<file path="src/rtl/binder_hf.sv">
// Hypervector bind unit: registers the bitwise XOR of two operand vectors
// together with a one-cycle-delayed valid strobe.
module binder_hf #(
   parameter int DIMENSIONS = 5
) (
   input  logic                  clk,
   input  logic                  nrst,
   input  logic                  en,
   input  logic [DIMENSIONS-1:0] hv1,
   input  logic [DIMENSIONS-1:0] hv2,
   output logic                  out,
   output logic [DIMENSIONS-1:0] hv_out
);

   // Binding in this vector space is element-wise XOR; no bit interacts with another.
   function automatic logic [DIMENSIONS-1:0] bind_hv(
      input logic [DIMENSIONS-1:0] a,
      input logic [DIMENSIONS-1:0] b
   );
      return a ^ b;
   endfunction

   // Result and valid registers; the reset pin is active-high and clears both at once.
   always_ff @(posedge clk or posedge nrst) begin
      if (nrst) begin
         out    <= 1'b0;
         hv_out <= {DIMENSIONS{1'b0}};
      end else begin
         out <= en;
         if (en) begin
            hv_out <= bind_hv(hv1, hv2);
         end else begin
            hv_out <= hv_out;
         end
      end
   end

endmodule

</file>
<file path="config.mk">
export PLATFORM = sky130hd
export DESIGN_NAME = binder_hf
export DESIGN_NICKNAME = d
export VERILOG_FILES = /design/src/rtl/binder_hf.sv
export SDC_FILE = /design/constraint.sdc
export NUM_CORES = 1
export LEC_CHECK = 0
export CORE_AREA = 2 2 39 41
export DETAILED_ROUTE_END_ITERATION = 7
export DIE_AREA = 0 0 41 43
export GPL_ROUTABILITY_DRIVEN = 0
export PLACE_DENSITY_LB_ADDON = 0.25
export REMOVE_ABC_BUFFERS = 1
export SETUP_SLACK_MARGIN = 0.05
export SYNTH_ARGS = -nofsm -noshare
export SYNTH_HDL_FRONTEND = slang
export SYNTH_SLANG_ARGS = --single-unit
</file>
<file path="constraint.sdc">
create_clock -name clk -period 0.8 [get_ports clk]
set_input_delay 0.16 -clock clk [delete_from_list [all_inputs] [get_ports clk]]
set_output_delay 0.16 -clock clk [all_outputs]
set_load 0.03 [all_outputs]
</file>
## Word level (Yosys, flattened, before mapping)

Index checks and enable logic that the tools add are counted.

| word-level totals | value |
|---|---|
| output and inout bits | 6 |
| register bits | 6 |
| input bits | 13 |
| word-level logic and storage cells | 3 |

| cells by class | value |
|---|---|
| bitwise logic cells | 1 |

Operators by type and width:

| cell | count |
|---|---|
| $xor A5 B5 Y5 | 1 |

## Longest topological paths before layout

| depth | value |
|---|---|
| word-level depth | 1 |
| depth in mapped cells | 3 |

## Worst setup path after synthesis

No wires, ideal clock.

| timing path | value |
|---|---|
| path kind | flip-flop to flip-flop |
| start | register, netlist name hv_out[0] |
| end | register hv_out[0] |
| path slack | 0.040 ns |
| required time | 0.677 ns |
| arrival | 0.637 ns |
| stages on the path, launching flop included | 3 |
| buffers on the path | 0 |
| cells stage by stage | dfrtp_1 > nor2_1 > a21oi_1 |

RTL lines:

| element | RTL line | text |
|---|---|---|
| end signal, assigned | 27 | `hv_out <= {DIMENSIONS{1'b0}};` |
| end signal, assigned | 31 | `hv_out <= bind_hv(hv1, hv2);` |
| end signal, assigned | 33 | `hv_out <= hv_out;` |
| end, declared | 12 | `output logic [DIMENSIONS-1:0] hv_out` |

## Worst setup path in the final report

| timing path | value |
|---|---|
| start | register hv_out[0] |
| end | output hv_out[0] |

No word-level cell between the ends.

==> results.md <==
* Slowest Stage Delay on Critical Path at 0.38 ns
* Distinct cell type count after synthesis at 6
* Max Clk Rate at 1074 MHz
* Core area at 1384 um2
* WL final at 550 um
* GR Overflow Total at 0
* Drt pass-1 iters at 1
* Antenna diodes at 0
* Total CTS buffers at 3
* Vias/cell at 3.694
* Total GRT Usage at 8.880%
* Fin Clk Skew at 0 ns
* Mapped cell area at 252.7 um2
* Hold Slack at 0.1299 ns
* Worst-path cell chain: buf_6
* Most frequent cells in the layout: 10 x clkdlybuf4s50_1, 7 x buf_6, 6 x dfrtp_1
* Die Area at 1763 um2
* RSZ-0062 raised after global routing: yes
* Critical Path Fanout Max at 2
* Synthesis-stage register bit count at 6
* Max-slew headroom at 84.83%
* Top-area cell type share of the netlist area at 59.41%
* Slowest CP cell: dfrtp_1
* Commonest non-fill, non-tap cell in the layout: clkdlybuf4s50_1
* Overall die width at 41 um
* Crit path DAT at 0.77 ns
* Area grow syn2layout at 98.52%
* Failing checks: setup timing
* DR vias at 229
* Worst Max-Slew Pin Slew at 0.2273 ns
* Pleak at 0.2225 nW
* I/O Buffers at 18
* Tcrit/Tclk final at 116.4%
* Post-route ant nets at 0
* Register area share after synthesis at 59.41%
* Initial Util at 18.26%
* Post-Synthesis Cells at 23
* Power Dens Cells at 1838 nW/um2
* Wire length per cell at 8.871 um
* CTS max path bufs at 2
* Row count at 14
* Drc violations at 0
* Final hold violation count at 0
* Largest net degree at the start of global routing at 7
* Syn_area_per_cell at 10.99 um2
* Total number of yosys warnings at 0
* Final WS setup at -0.1312 ns
* Clock tree from TritonCTS: built
* Fin area at 501.7 um2
* Initial antenna violation count at 0
* Post-DP HPWL at 452.4 um
* Clock latency at the later pin of the worst-skew pair at 0.24 ns
* Initial drt markers at 0
* Synth area leader: dfrtp_1
* Dpl cell area at 441.7 um2
* Max-Cap Viols at 0
* Root Driver: clkbuf_4
* Vias in the first global route at 219
* Crit path capture type: output port
* Global-route wire length before repair at 917 um
* Die Ht at 43 um
* CTS H-Tree Depth at 1
* CP required at 0.64 ns
* Clk slew on worst S/H paths at 0.05 ns
* Class of the worst hold path: in2async
* Status: complete, but fails checks
* Pins Over Slew Limit at 0
* Maximum vdd ir drop at 0.0008320 V
* Setup Viol. Count Final at 6
* CTS Sinks at 6
* Crit path kind: reg2out
* Share of layout cells above drive strength 1 at 28.26%
* Min Tclk post-route at 0.9312 ns
* Boundary Pins at 19
* Crit path max-delay family: flip-flops
* Top post-synthesis cells by area: dfrtp_1 59%, xnor2_1 17%, a21oi_1 9.9%, nor2_1 7.4%, buf_6 4.5%
* CP Buf/Inv Count at 1
* CP startpoint kind: register
* Nets at 61
==> kinds of logic after synthesis <==
group                  Yosys count  share of synthesized area (%)
XOR/XNOR                         5                          17.33
AO/OA/AOI/OAI                    5                          9.899
buffers and inverters            2                          5.939
AND/OR/NAND/NOR                  5                          7.427
flip-flops                       6                          59.40
==> cell type report <==
type                    count  area, um2
clock buffers               3      22.52
fillers                   140      882.1
inverters                   1      3.754
multi-input cells          15      90.09
flip-flops and latches      6      150.1
well taps                  16      20.02
repair buffers             21      215.2
==> synth_stat cells <==
library cell / instances
buf_6: 1
dfrtp_1: 6
inv_1: 1
nor2_1: 5
xnor2_1: 5
a21oi_1: 5
==> sequential cells by signal (all words and copies together) (netlist names) <==
| signal | count |
|---|---|
| hv_out | 5 |
| out | 1 |
==> final timing paths <==
| kind | start | end | slack, ns | cells past startpoint |
|---|---|---|---|---|
| setup / recovery | hv_out[0] | hv_out[0] | -0.13 | 1 |
| hold / removal | nrst | hv_out[2] | 0.13 | 2 |
| setup reg to reg | hv_out[3] | hv_out[3] | 0.06 | 3 |
| hold reg to reg | hv_out[1] | hv_out[1] | 0.54 | 2 |
| max in group asynchronous | nrst | hv_out[4] | 0.48 | 2 |
| min in group clk | hv1[0] | hv_out[0] | 0.27 | 3 |
==> where the power goes <==
group,internal [mW],switching [mW],total (mW)
registers,0.338,0.0223,0.360
clock network,0.170,0.108,0.278
logic,0.156,0.128,0.284
==> repair_timing <==
item,4_1_cts,5_1_grt
gates cloned,0,0
setup endpoints to repair,11,7
hold buffers,0,0
buffers inserted,0,1
pin swaps,0,0
resized for setup,8,2
==> routing by layer <==
metal  GRT usage, %  share of wire (%)  vias to the layer above
li1               -                  -                      119
met2          11.25                 49                       14
met5              0                  0                        -
met1          9.150                 35                       96
met4          4.000                  0                        0
met3          9.424                 15                        0
==> through the flow <==
step / TNS, ns / util, % / cells / power, mW / setup slack, ns
after CTS: -0.8220 / 35.35 / 61 / 0.9378 / -0.1458
after detailed placement: -1.150 / 31.92 / 58 / 0.6152 / -0.2268
final: -0.7366 / 36.26 / 62 / 0.9221 / -0.1312
after global routing: -0.9911 / 36.26 / 62 / 1.000 / -0.1729
after floorplan: 0 / - / 22 / 0.4755 / 0.03986
after global placement: -1.043 / 31.92 / 58 / 0.6119 / -0.2023
Power figures use the tool's default switching activity.
